`src/rtl/clk_gate_ctrl.sv`:
```
// Registered enable generator for the UART TX/RX clock-gating cell, with idle hold-off,
// wake settle and a 4-phase wake handshake. Define CLK_GATE_STATS_EN to count gate-off events.
module clk_gate_ctrl #(
  parameter int unsigned IDLE_CYCLES = 16,
  parameter int unsigned WAKE_CYCLES = 2,
  parameter int unsigned CNT_W       = 8
) (
  input  logic        clk,
  input  logic        rst,
  input  logic        busy_i,
  input  logic        wake_req,
  input  logic        force_on,
  output logic        CLK_EN,
  output logic        wake_ack,
  output logic        gated,
  output logic [15:0] gate_count
);

  typedef enum logic [1:0] {
    ST_ON,
    ST_COUNTDOWN,
    ST_OFF,
    ST_WAKE
  } state_e;

  localparam logic [CNT_W-1:0] IdleLoad = CNT_W'(IDLE_CYCLES - 1);
  localparam logic [CNT_W-1:0] WakeLoad = CNT_W'(WAKE_CYCLES - 1);

  state_e           state_q, state_d;
  logic [CNT_W-1:0] cnt_q, cnt_d;
  logic             clk_en_q, clk_en_d;
  logic             gated_q, gated_d;
  logic             wake_ack_q, wake_ack_d;
  logic             act;
  logic             cnt_zero;

  assign act      = busy_i | wake_req | force_on;
  assign cnt_zero = (cnt_q == '0);

  always_ff @(posedge clk) begin
    if (rst) begin
      state_q <= ST_ON;
      cnt_q   <= '0;
    end else begin
      state_q <= state_d;
      cnt_q   <= cnt_d;
    end
  end

  // The counter only ever decrements from a non-zero value, so it saturates at zero.
  always_comb begin
    state_d = state_q;
    cnt_d   = cnt_q;
    unique case (state_q)
      ST_ON: begin
        if (!act) begin
          state_d = ST_COUNTDOWN;
          cnt_d   = IdleLoad;
        end
      end
      ST_COUNTDOWN: begin
        if (act) begin
          state_d = ST_ON;
          cnt_d   = '0;
        end else if (cnt_zero) begin
          state_d = ST_OFF;
        end else begin
          cnt_d = cnt_q - 1'b1;
        end
      end
      ST_OFF: begin
        if (act) begin
          state_d = ST_WAKE;
          cnt_d   = WakeLoad;
        end
      end
      ST_WAKE: begin
        if (cnt_zero) begin
          state_d = ST_ON;
        end else begin
          cnt_d = cnt_q - 1'b1;
        end
      end
      default: begin
        state_d = ST_ON;
        cnt_d   = '0;
      end
    endcase
  end

  // Enable/status are decoded from the next state and then registered, so they
  // change on the same edge as the transition yet leave the chip only from flops.
  always_comb begin
    clk_en_d   = (state_d != ST_OFF);
    gated_d    = (state_d == ST_OFF);
    wake_ack_d = wake_req & ((state_q == ST_ON) | (state_q == ST_COUNTDOWN));
  end

  always_ff @(posedge clk) begin
    if (rst) begin
      clk_en_q   <= 1'b1;
      gated_q    <= 1'b0;
      wake_ack_q <= 1'b0;
    end else begin
      clk_en_q   <= clk_en_d;
      gated_q    <= gated_d;
      wake_ack_q <= wake_ack_d;
    end
  end

  assign CLK_EN   = clk_en_q;
  assign gated    = gated_q;
  assign wake_ack = wake_ack_q;

`ifdef CLK_GATE_STATS_EN
  logic        gate_off_evt;
  logic [15:0] gate_count_q, gate_count_d;

  assign gate_off_evt = (state_q == ST_COUNTDOWN) & (state_d == ST_OFF);

  always_comb begin
    gate_count_d = gate_count_q;
    if (gate_off_evt && (gate_count_q != '1)) begin
      gate_count_d = gate_count_q + 16'd1;
    end
  end

  always_ff @(posedge clk) begin
    if (rst) begin
      gate_count_q <= '0;
    end else begin
      gate_count_q <= gate_count_d;
    end
  end

  assign gate_count = gate_count_q;
`else
  assign gate_count = '0;
`endif

endmodule

```
`config.mk`:
```
export PLATFORM = sky130hd
export DESIGN_NAME = clk_gate_ctrl
export DESIGN_NICKNAME = d
export VERILOG_FILES = /design/src/rtl/clk_gate_ctrl.sv
export SDC_FILE = /design/constraint.sdc
export NUM_CORES = 1
export LEC_CHECK = 0
export CELL_PAD_IN_SITES_DETAIL_PLACEMENT = 1
export CELL_PAD_IN_SITES_GLOBAL_PLACEMENT = 1
export CORE_UTILIZATION = 34
export DETAILED_ROUTE_END_ITERATION = 6
export PLACE_DENSITY_LB_ADDON = 0.1
export SLEW_MARGIN = 20
export SYNTH_ARGS = -nofsm -noshare
export SYNTH_HDL_FRONTEND = slang
export SYNTH_SLANG_ARGS = --single-unit
```
`constraint.sdc`:
```
create_clock -name clk -period 2.1 [get_ports clk]
set_input_delay 0.525 -clock clk [delete_from_list [all_inputs] [get_ports clk]]
set_output_delay 0.525 -clock clk [all_outputs]
set_load 0.02 [all_outputs]
```
# After elaboration in Yosys (flattened, before gate mapping)
# Cells that the tools add are included.
[op_classes]
n_addsub = 1
n_eq_ne = 7
n_mux = 11
bitwise_logic = 4
reduce_logical = 3
[op_table]
columns = ["cell", "count"]
rows = [
  ["8-bit two-way mux", 4],
  ["8-bit case mux with 4 select lines", 1],
  ["2-bit two-way mux", 5],
  ["8-bit zero test", 1],
  ["2-bit case mux with 4 select lines", 1],
  ["8-bit by 1-bit subtractor with 8-bit output, second input constant", 1],
  ["2-bit equality test, second input constant", 3],
  ["2-bit != test, second input constant", 3],
  ["1-bit bitwise OR", 3],
  ["2-bit by 1-bit equality test with 1-bit output, second input constant", 1],
  ["2-bit zero test", 1],
  ["2-bit AND reduction", 1],
  ["1-bit AND", 1],
]
[totals]
register_bits = 13
word_cells = 31

# Depth between registers and ports, before layout
[logic_depth]
word_depth = 5
mapped_depth = 6
ltp_nobuf = 6

# Least setup slack after synthesis
# No wires, ideal clock.
[synth_timing]
kind = "in2reg"
from = "in busy_i"
to = "reg cnt_q[0]"
setup_ps = 137
arrival_time_ps = 1589
path_slack_ps = 374
stages = 4
cell_sequence = "or3_1 > or3b_2 > a21oi_1 > a2111oi_1"
[synth_via]
elab_chain_cells = 4
word_cells_on_any_way = 7
[synth_lines]
columns = ["item", "line", "source"]
rows = [
  ["start, declared", "10", "input logic busy_i,"],
  ["1-bit bitwise OR (*) (2 in a row)", "37", "assign act = busy_i | wake_req | force_on;"],
  ["8-bit two-way mux / 2-bit != test (equally long branches)", "--", ""],
  ["8-bit case mux with 4 select lines / 2-bit AND reduction (equally long branches)", "--", ""],
  ["end signal, assigned", "46", "cnt_q <= cnt_d;"],
  ["end, declared", "30", "logic [CNT_W-1:0] cnt_q, cnt_d;"],
]
# Every way passes the cells marked *; elsewhere a longest branch is shown, timed or not.
# A chain may end at the register's enable or synchronous reset.

# Worst setup path after layout
[layout_timing]
from = "in wake_req"
to = "reg cnt_q[5]"
[layout_via]
elab_chain_cells = 4
word_cells_on_any_way = 7
[layout_lines]
columns = ["item", "line", "source"]
rows = [
  ["start, declared", "11", "input logic wake_req,"],
  ["1-bit bitwise OR (*) (2 in a row)", "37", ""],
  ["8-bit two-way mux / 2-bit != test (equally long branches)", "--", ""],
  ["8-bit case mux with 4 select lines / 2-bit AND reduction (equally long branches)", "--", ""],
]
# Marks and branches as above.

==> results.json <==
{
  "clkSlewWorstSetupHoldPaths_ns": 0.10,
  "async_flop_share": 0,
  "synth_area_leader_cell": "dfxtp_1",
  "antenna_found_initial": 0,
  "fin_tns_setup_ns": 0,
  "n_antenna_cell": 0,
  "yosysSeqAreaShare": 0.303,
  "cts_tree": "done",
  "ios": 24,
  "synth_adder_area_share": 0.0292,
  "hold_depth": 2,
  "synth_simple_gate_area_share": 0.236,
  "reg2reg_to": "cnt_q[1]",
  "fillers": 295,
  "synth_cells": 101,
  "dpl_worst_slack_ns": -0.161,
  "initial_utilization": 0.374,
  "area_growth_pct": 12.7,
  "fin_crit_sh": 0.935,
  "yosys_warnings": 0,
  "hold_ws_ns": 0.545,
  "postCtsHoldBufs": 0,
  "yosysMostFrequentCell": "buf_4",
  "postCtsSetupBuffers": 0,
  "drive_above_1_share": 0.139,
  "dp.cells": 139,
  "hpwl_mm": 1.47,
  "synth.area.top_cells": "dfxtp_1 30%, buf_4 14%, a21oi_1 4.1%, a221oi_4 3.1%, inv_1 3.1%",
  "synth_xor_xnor_area_share": 0.0204,
  "fin_cells": 143,
  "fp.dieH_um": 52.2,
  "first_pass_iters": 4,
  "grt_max_degree": 11,
  "clock_latency_ns": 0.29,
  "drt-wirelength-per-cell_um": 13.6,
  "drc_errors": 0,
  "finalHoldViolCount": 0,
  "synth_commonest_cells": "16 x buf_4, 13 x dfxtp_1, 7 x a21oi_1, 7 x inv_1, 6 x nand2_1",
  "syn_area_um2": 858,
  "cp.required_ns": 2.33,
  "routed_wl_mm": 1.95,
  "syn-mean-instance-area_um2": 8.50,
  "power_density_nw_per_um2": 621,
  "drv_cap": 0,
  "rsz0062_at_grt": "no",
  "setup_violations": 0,
  "cts_buffer_depth": 2,
  "hold_class": "reg2reg",
  "grt_overflow": 0,
  "rr_worst_depth": 6,
  "drtIter0Drc": 9,
  "ys.flop_type": "dfxtp_1",
  "slew_viol_final": 0,
  "cts_resized": 0,
  "crit_chain": "clkdlybuf4s50_1 > or4_4 > a221oi_4 > nand3_1 > a21oi_1",
  "synth.mux.area_fraction": 0.0233,
  "fin_crit_ns": 1.96,
  "grt_pass1_wl_mm": 3.30,
  "start_kind": "input pin",
  "via_per_inst": 5.13,
  "row_count": 17,
  "vias": 734,
  "worstSetupEndpointType": "register",
  "ys_ff_latch": 13,
  "multi_input_area_um2": 495,
  "ys_types": 35,
  "cts-htree-levels": 1,
  "nNetsFinal": 123,
  "fmax_mhz": 509,
  "fin_util": 0.421,
  "layout_setup_ws_ns": 0.136,
  "cp_slowest_cell": "or4_4",
  "critical-path-max-stage-delay_ns": 0.57,
  "regToRegSetupSlack_ns": 0.36,
  "status": "complete, no violations",
  "grt_usage": 0.167,
  "synth_edf_count": 0,
  "numCtsBuffers": 3,
  "synth_compound_area_frac": 0.198,
  "core_region_area_um2": 2300,
  "dieArea_um2": 2730,
  "min_from": "cnt_q[6]",
  "synth_top_family_by_area": "simple AND/OR/NAND/NOR gates",
  "grt_pass1_vias": 724,
  "p_leak_nw": 0.426,
  "ant_nets": 0,
  "seqCellArea_um2": 260,
  "crit-reg2reg-launch": "cnt_q[1]",
  "critPathKind": "in2reg",
  "gp_congestion": 0.662,
  "clockRootBuffer": "clkbuf_4",
  "critPathMaxFanout": 5,
  "cts_num_sinks": 13,
  "vdd_ir_drop_max_mv": 0.233,
  "critPathArrivalTime_ns": 2.19,
  "port-buffer-count": 7,
  "yosysTopAreaCellShare": 0.303,
  "fp.dieW_um": 52.2,
  "clock_skew_ns": 0.00728,
  "worstHoldEndpoint": "cnt_q[6]"
}
[stage by stage]
stage / cell area [um^2] / total power [mW]
after global routing: 967 / 0.635
final: 967 / 0.600
after global placement: 940 / 0.432
after CTS: 967 / 0.605
after floorplan: 915 / 0.414
after detailed placement: 940 / 0.435
[worst max path at each step]
stage | start | to | cells after the start
after floorplan | busy_i | cnt_q[0] | 4
after global placement | busy_i | cnt_q[5] | 5
after detailed placement | wake_req | cnt_q[5] | 5
after CTS | wake_req | cnt_q[5] | 5
after global routing | wake_req | cnt_q[5] | 5
final | wake_req | cnt_q[5] | 5
[power breakdown]
part / leakage (nW) / switching, mW / internal, mW / total [mW]
sequential: 0.106 / 0.0129 / 0.258 / 0.271
clock: 0.0177 / 0.100 / 0.0707 / 0.171
combinational: 0.303 / 0.0978 / 0.0606 / 0.158
total: 0.426 / 0.211 / 0.390 / 0.600
[layout make-up]
cell class / count / share of cell area
multi-input combinational: 77 / 0.512
clock inverter: 1 / 0.00517
sequential: 13 / 0.269
tap: 28 / 0.0362
timing repair buffer: 14 / 0.127
inverter: 7 / 0.0272
clock buffer: 3 / 0.0233
[critical path, delay by kind of cell]
| family | cells | cell delay [ns] |
|---|---|---|
| simple gates | 2 | 0.70 |
| buf+inv | 1 | 0.47 |
| compound gates | 2 | 0.50 |
[metal layers]
layer  vias up  share of wire  global-route usage  wire [um]
met5         -              0                   0          0
met4         0          0.015              0.0921         29
met3         2          0.031              0.0174         60
met2        18           0.45               0.263        883
met1       355           0.50               0.222        972
li1        359              -                   -          -
[logic make-up (layout without fill, tap and decap cells)]
kind of cell	after synthesis	after routing
XOR/XNOR	2	2
buffers and inverters	26	25
adder cells (fa/ha/maj)	2	2
AND/OR/NAND/NOR	32	32
other	1	16
flip-flops	13	13
AO/OA/AOI/OAI	23	23
multiplexers	2	2
[flip-flops by register name, summed over array words and instances, names as in the netlist]
name	cells
CLK_EN	1
cnt_q	8
gated	1
state_q	2
wake_ack	1
[layout by cell type, fill, tap and decap left out, drive strengths merged, types with 2 or more instances in the layout]
cell and instances:
a31oi 2, nand3 4, or3 2, xor2 2, conb 16, clkbuf 3, mux2i 2, a21oi 7
nand4 2, nand2b 2, a211oi 3, o21ai 3, a221oi 2, dfxtp 13, clkdlybuf4s50 7, inv 7
nor4 2, ha 2, nor2 5, nand2 6, nor3 3, buf 7, o31a 2
(Power assumes the default switching activity.)
